### src/rtl/snn_pkg.sv
// Shared constants, types and edge-weight helpers for the Kronecker SNN array.
// The optional membrane leak is enabled by defining SNN_LEAK_EN.
package snn_pkg;

  localparam int T      = 4;
  localparam int N      = 4;
  localparam int TA     = $clog2(T);
  localparam int NN     = 4;
  localparam int NU     = TA;
  localparam int ALPHA  = 32;
  localparam int THRESH = 16;
  localparam int G      = T * N;
  localparam int GA     = $clog2(G);
  localparam int NA     = $clog2(N);
  localparam int PW     = 8 * NN;
  localparam int WW     = GA + 1;

  typedef logic [PW-1:0] pot_t;
  typedef logic [WW-1:0] wgt_t;

  typedef enum logic [1:0] {
    ST_IDLE   = 2'd0,
    ST_RUN    = 2'd1,
    ST_STREAM = 2'd2
  } state_t;

  // Edge s->d exists when the index bit sets are disjoint; weight is Hamming distance + 1.
  function automatic wgt_t weight(input logic [GA-1:0] s, input logic [GA-1:0] d);
    logic [GA-1:0] x;
    wgt_t          cnt;
    x   = s ^ d;
    cnt = '0;
    for (int i = 0; i < GA; i++) begin
      cnt = cnt + WW'(x[i]);
    end
    if (((s & d) == '0) && (s != d)) begin
      weight = cnt + WW'(1);
    end else begin
      weight = '0;
    end
  endfunction

  function automatic pot_t sat_add(input pot_t a, input wgt_t w);
    logic [PW:0] sum;
    sum = {1'b0, a} + (PW+1)'(w);
    if (sum[PW]) begin
      sat_add = '1;
    end else begin
      sat_add = sum[PW-1:0];
    end
  endfunction

endpackage

### src/rtl/snn_axis_reader.sv
// STREAM-phase AXI-Stream master: walks g = 0..G-1 and emits one potential or fired flag per beat.
module snn_axis_reader
  import snn_pkg::*;
(
  input  logic          clk,
  input  logic          reset,
  input  logic          start,
  input  logic          select,
  input  pot_t          pot [G],
  input  logic [G-1:0]  fired,
  input  logic          tready,
  output logic          tvalid,
  output logic [PW-1:0] tdata,
  output logic [NU-1:0] tuser,
  output logic          tlast,
  output logic          last_hs
);

  logic          arm_r;
  logic [GA-1:0] idx_r;
  logic [GA-1:0] nxt_s;
  logic          tvalid_r;
  logic [PW-1:0] tdata_r;
  logic [NU-1:0] tuser_r;
  logic          tlast_r;
  logic          hs_s;
  pot_t          beat_s;

  assign hs_s    = tvalid_r & tready;
  assign last_hs = hs_s & tlast_r;
  assign tvalid  = tvalid_r;
  assign tdata   = tdata_r;
  assign tuser   = tuser_r;
  assign tlast   = tlast_r;

  // Index and payload of the beat that will be loaded next.
  always_comb begin
    if (arm_r) begin
      nxt_s = '0;
    end else begin
      nxt_s = idx_r + GA'(1);
    end
    if (select) begin
      beat_s = {{(PW-1){1'b0}}, fired[nxt_s]};
    end else begin
      beat_s = pot[nxt_s];
    end
  end

  // Beat register: loads on arm or non-final handshake, holds while stalled.
  always_ff @(posedge clk or posedge reset) begin
    if (reset) begin
      arm_r    <= 1'b0;
      idx_r    <= '0;
      tvalid_r <= 1'b0;
      tdata_r  <= '0;
      tuser_r  <= '0;
      tlast_r  <= 1'b0;
    end else begin
      arm_r <= start;
      if (arm_r || (hs_s && !tlast_r)) begin
        tvalid_r <= 1'b1;
        idx_r    <= nxt_s;
        tdata_r  <= beat_s;
        tuser_r  <= NU'(nxt_s / GA'(N));
        tlast_r  <= (nxt_s == GA'(G-1));
      end else if (hs_s) begin
        tvalid_r <= 1'b0;
        tlast_r  <= 1'b0;
        tdata_r  <= '0;
        tuser_r  <= '0;
        idx_r    <= '0;
      end
    end
  end

endmodule

### src/rtl/snn_kron_top.sv
// Kronecker-graph SNN array: spike propagation during time_step, then AXI-Stream readout.
// Define SNN_LEAK_EN to decrement non-fired potentials at every scan-pointer wrap.
module snn_kron_top
  import snn_pkg::*;
(
  input  logic          clk,
  input  logic          reset,
  input  logic          time_step,
  input  logic          force_spike_en,
  input  logic [TA-1:0] force_spike_block_select,
  input  logic [NA-1:0] force_spike_neuron_select,
  input  logic          select,
  output logic          axis_out_tvalid,
  input  logic          axis_out_tready,
  output logic [PW-1:0] axis_out_tdata,
  output logic [NU-1:0] axis_out_tuser,
  output logic          axis_out_tlast,
  output logic          done
);

  state_t        state_r;
  logic          ts_q_r;
  logic [GA-1:0] p_r;
  pot_t          pot_r [G];
  logic [G-1:0]  fired_r;
  logic [G-1:0]  pend_r;
  logic          done_r;
  logic          strm_start_r;

  pot_t          pot_s [G];
  logic [G-1:0]  fired_s;
  logic [G-1:0]  pend_s;
  logic [GA-1:0] g_s;
  wgt_t          w_s;
  logic          wrap_s;
  logic          ts_rise_s;
  logic          ts_fall_s;
  logic          last_hs_s;

  assign ts_rise_s = time_step & ~ts_q_r;
  assign ts_fall_s = ~time_step & ts_q_r;
  assign wrap_s    = (p_r == GA'(G-1));
  assign g_s       = GA'(force_spike_block_select) * GA'(N) + GA'(force_spike_neuron_select);
  assign done      = done_r;

  // Next network state for one RUN cycle: scan hit propagation, threshold firing, injection.
  always_comb begin
    pot_s   = pot_r;
    fired_s = fired_r;
    pend_s  = pend_r;
    w_s     = '0;
    if (state_r == ST_RUN) begin
`ifdef SNN_LEAK_EN
      if (wrap_s) begin
        for (int d = 0; d < G; d++) begin
          if (!fired_r[d] && (pot_r[d] != '0)) begin
            pot_s[d] = pot_r[d] - pot_t'(1);
          end else begin
            pot_s[d] = pot_r[d];
          end
        end
      end else begin
        pot_s = pot_r;
      end
`endif
      if (pend_r[p_r]) begin
        pend_s[p_r] = 1'b0;
        for (int d = 0; d < G; d++) begin
          w_s = weight(p_r, GA'(d));
          if (w_s != '0) begin
            pot_s[d] = sat_add(pot_s[d], w_s);
            if ((pot_s[d] >= pot_t'(THRESH)) && !fired_s[d]) begin
              fired_s[d] = 1'b1;
              pend_s[d]  = 1'b1;
            end else begin
              fired_s[d] = fired_s[d];
            end
          end else begin
            pot_s[d] = pot_s[d];
          end
        end
      end else begin
        pend_s = pend_r;
      end
      // Injection is applied last so it wins over a same-cycle scan clear.
      if (force_spike_en) begin
        pend_s[g_s]  = 1'b1;
        fired_s[g_s] = 1'b1;
      end else begin
        fired_s = fired_s;
      end
    end else begin
      pend_s = pend_r;
    end
  end

  // Phase FSM and neuron state registers.
  always_ff @(posedge clk or posedge reset) begin
    if (reset) begin
      state_r      <= ST_IDLE;
      ts_q_r       <= 1'b0;
      p_r          <= '0;
      fired_r      <= '0;
      pend_r       <= '0;
      done_r       <= 1'b0;
      strm_start_r <= 1'b0;
      for (int i = 0; i < G; i++) begin
        pot_r[i] <= '0;
      end
    end else begin
      ts_q_r       <= time_step;
      strm_start_r <= 1'b0;
      case (state_r)
        ST_IDLE: begin
          if (ts_rise_s) begin
            state_r <= ST_RUN;
            fired_r <= '0;
            pend_r  <= '0;
            p_r     <= '0;
            done_r  <= 1'b0;
          end
        end
        ST_RUN: begin
          pot_r   <= pot_s;
          fired_r <= fired_s;
          pend_r  <= pend_s;
          p_r     <= wrap_s ? '0 : p_r + GA'(1);
          if (ts_fall_s) begin
            state_r      <= ST_STREAM;
            strm_start_r <= 1'b1;
          end
        end
        ST_STREAM: begin
          if (last_hs_s) begin
            state_r <= ST_IDLE;
            done_r  <= 1'b1;
          end
        end
        default: begin
          state_r <= ST_IDLE;
        end
      endcase
    end
  end

  snn_axis_reader u_reader (
    .clk     (clk),
    .reset   (reset),
    .start   (strm_start_r),
    .select  (select),
    .pot     (pot_r),
    .fired   (fired_r),
    .tready  (axis_out_tready),
    .tvalid  (axis_out_tvalid),
    .tdata   (axis_out_tdata),
    .tuser   (axis_out_tuser),
    .tlast   (axis_out_tlast),
    .last_hs (last_hs_s)
  );

endmodule

### config.mk
export PLATFORM = sky130hd
export DESIGN_NAME = snn_kron_top
export DESIGN_NICKNAME = d
export VERILOG_FILES = /design/src/rtl/snn_pkg.sv /design/src/rtl/snn_axis_reader.sv /design/src/rtl/snn_kron_top.sv
export SDC_FILE = /design/constraint.sdc
export NUM_CORES = 2
export LEC_CHECK = 0
export ABC_AREA = 1
export CAP_MARGIN = 40
export CORE_ASPECT_RATIO = 0.9
export CORE_MARGIN = 4
export CORE_UTILIZATION = 40
export DETAILED_ROUTE_END_ITERATION = 16
export SLEW_MARGIN = 20
export SYNTH_ARGS = -nofsm -noshare
export SYNTH_HDL_FRONTEND = slang
export SYNTH_SLANG_ARGS = --single-unit
### constraint.sdc
create_clock -name clk -period 18.9 [get_ports clk]
set_input_delay 3.78 -clock clk [delete_from_list [all_inputs] [get_ports clk]]
set_output_delay 3.78 -clock clk [all_outputs]
set_load 0.005 [all_outputs]
==> impl_metrics.yaml <==
global_route:
  grt_pass1_vias: 46477
  grt_first_pass_wirelength_um: 278800
  grt.overflow.total: 0
  grt_usage_pct: 28.95
  antenna_found_initial: 4
  grt_max_degree: 159
timing:
  fin_crit_sh_pct: 33.14
  fmax_mhz: 159.6
  rsz0062_at_grt: "no"
  layout_min_cycle_time_ps: 6264
  final_hold_viol_count: 0
  tns_ps: 0
  tightestPinTransition_ps: 1006
  finClkSkew_ps: 50.94
  slew_headroom_pct: 32.92
  whs_ps: 366.7
  drv_slew: 0
  setup_viol: 0
worst_hold_path:
  hold_path.class: "flip-flop to flip-flop"
synthesis:
  yosysSeqAreaShare_pct: 31.15
  syn_inst: 7800
  synth_nets: 7929
  netlist_top_cells_area: "dfrtp_1, nand2_1, nand3_1, o21ai_0, nor2_1"
  yosysUniqueCellTypes: 52
  syn_area_um2: 47560
  synth_top_area_cell: "dfrtp_1"
  ys_ff_latch: 592
  yosysWarnings: 0
  avgSynthCellArea_um2: 6.097
  synth_top_area_share_pct: 31.15
power_and_ir_drop:
  seqPwrFrac_pct: 23.1
  power.total_w: 0.007103
  pwr-share-clk_pct: 22.4
  p_leak_nw: 23.57
  vdd_drop_max_mv: 0.09817
  p_int_w: 0.003426
  powerDensity_nw_per_um2: 135.4
  power_frac_comb_pct: 54.5
  switching_share_pct: 51.76
  p_sw_w: 0.003676
route:
  drt_iter0_markers: 5824
  ant_nets: 0
  viasPerCell: 5.550
  drc: 0
  wire_per_inst_um: 19.73
  via_count: 52058
  first_pass_iters: 6
  drt_wl_total_um: 185000
final_layout:
  drive_gt1_share_pct: 3.331
  area_delta_synth_final_pct: 10.29
  fin_util_pct: 44.65
  layout_common_cells: "nand2_1, nor2_1, nand3_1"
  stdcell_area_um2: 52450
  multi_input_area_um2: 28440
  fill_cells: 12491
  regArea_um2: 14810
  diodes: 0
  fin_nets: 7875
  final_common_cell: "nand2_1"
clocking:
  cts_buffer_depth: 3
  cts_tree: "done"
  htreeDepth: 3
  cts_root_buf: "clkbuf_16"
  cts_hold_buf: 0
  clkSinkCount: 592
  cts-buffers-inserted: 75
  post_cts.repair.setup_buffers: 0
  cts_resized: 0
  insertion_delay_ps: 700
  clk_pin_slew_worst_paths_ps: 60
placement:
  dpl_cell_area_um2: 49700
  io_buffers: 46
  place.gp.congestion: 1.001
  hpwl_um: 143300
setup_path:
  crit_buf_inv: 5
  critPathLaunchType: "flip-flop"
  worstPathRequired_ps: 19530
  arrival_ps: 6890
  path_delay_family: "simple AND/OR/NAND/NOR gates"
  end_kind: "flip-flop"
  criticalPathCategory: "flip-flop to flip-flop"
  slowest_stage: "dfrtp_1"
  cpPeakStageDelay_ps: 790
  crit_top_cell: "nand2_1"
  path_max_fanout: 18
floorplanning:
  num_io_pins: 47
  die_w_um: 371.5
  num_rows: 119
  start_util_pct: 40.48
  core_um2: 117500
  dieHeight_um: 335.1
  die_area_um2: 124500
job:
  drv_cap: 0
outcome:
  outcome: "finished, final reports clean"
-- cell type report --
cell class                      instances  area share (%)
Clock inverter                         27          0.8469
Multi-Input combinational cell       6103           54.22
Timing Repair Buffer                  120           2.538
Clock buffer                          110           4.270
Sequential cell                       592           28.24
Tap cell                             1573           3.752
Inverter                              854           6.126
-- sequential cells by signal, indices dropped and copies added (netlist names) --
signal,count
done,1
fired_r,16
p_r,4
pend_r,16
pot_r,512
state_r,2
strm_start_r,1
ts_q_r,1
u_reader.arm_r,1
u_reader.idx_r,2
u_reader.tdata,32
u_reader.tlast,1
u_reader.tuser,2
u_reader.tvalid,1
-- path summary, 6_finish.rpt --
kind,from,endpoint,slack (ps),cells past startpoint
max in group asynchronous,reset,pot_r[444],12770,8
min reg2reg,strm_start_r,u_reader.arm_r,370,0
min in group asynchronous,reset,pot_r[71],3680,2
max reg2reg,p_r[1],pend_r[0],12640,25
max,p_r[1],pend_r[0],12640,25
min,strm_start_r,u_reader.arm_r,370,0
-- synthesized netlist by cell type, drive strengths merged --
library cell  instances
a221o                 2
nand4                72
o311ai                1
ha                   89
clkbuf              139
and2                  5
o31ai                 1
a21oi               298
nor2               1055
fa                   30
o21a                  2
nor4                  7
nand2              2489
a32o                 30
nor3                 92
inv                 849
xor2                 88
a2bb2oi              12
mux2                  1
a31oi                 4
or2                   6
buf                 112
a31o                  2
nand3               876
a21o                  1
o22ai                 5
a22oi                44
o21bai                6
a221oi                1
o21ai               823
xnor2                11
dfrtp               592
a22o                  1
clkinv                5
o211ai               18
nand3b               31
-- per-stage QoR --
step                cells  setup slack (ps)
floorplan            7800              7049
global placement     9205             11260
detailed placement   9234             11910
CTS                  9371             12660
global route         9379             12310
finish               9379             12640
-- worst register-to-register path: cells and delay by family (launching register included) --
kind | cells | cell delay, ps
buf+inv | 5 | 1390
fa+ha+maj | 4 | 1920
simple gates | 16 | 2130
flops | 1 | 790
-- routing by layer --
layer / vias to the layer above / share of wire [%] / wire length, um / global-route usage, %
li1: 25165 / - / - / -
met1: 24441 / 46 / 85530 / 42.96
met2: 2151 / 40 / 74230 / 40.59
met3: 297 / 10 / 18700 / 7.677
met4: 4 / 3.5 / 6553 / 9.285
met5: - / 0.010 / 19 / 0
-- power by group through the flow --
stage | Sequential (W) | Combinational (W) | Clock [W]
final | 0.00164 | 0.00387 | 0.00159
after global routing | 0.00166 | 0.00418 | 0.00167
after CTS | 0.00163 | 0.00374 | 0.00162
after detailed placement | 0.00165 | 0.00372 | 0
after global placement | 0.00165 | 0.00364 | 0
after floorplan | 0.00157 | 0.00231 | 0
-- kinds of logic after synthesis --
kind of cell	synth area share, %
AND/OR/NAND/NOR	40.14
AO/OA/AOI/OAI	14.06
buffers and inverters	9.201
flip-flops	31.15
adder cells (fa/ha/maj)	3.605
XOR/XNOR	1.823
multiplexers	0.02368
Note: power is estimated with default switching activity, not from simulation.
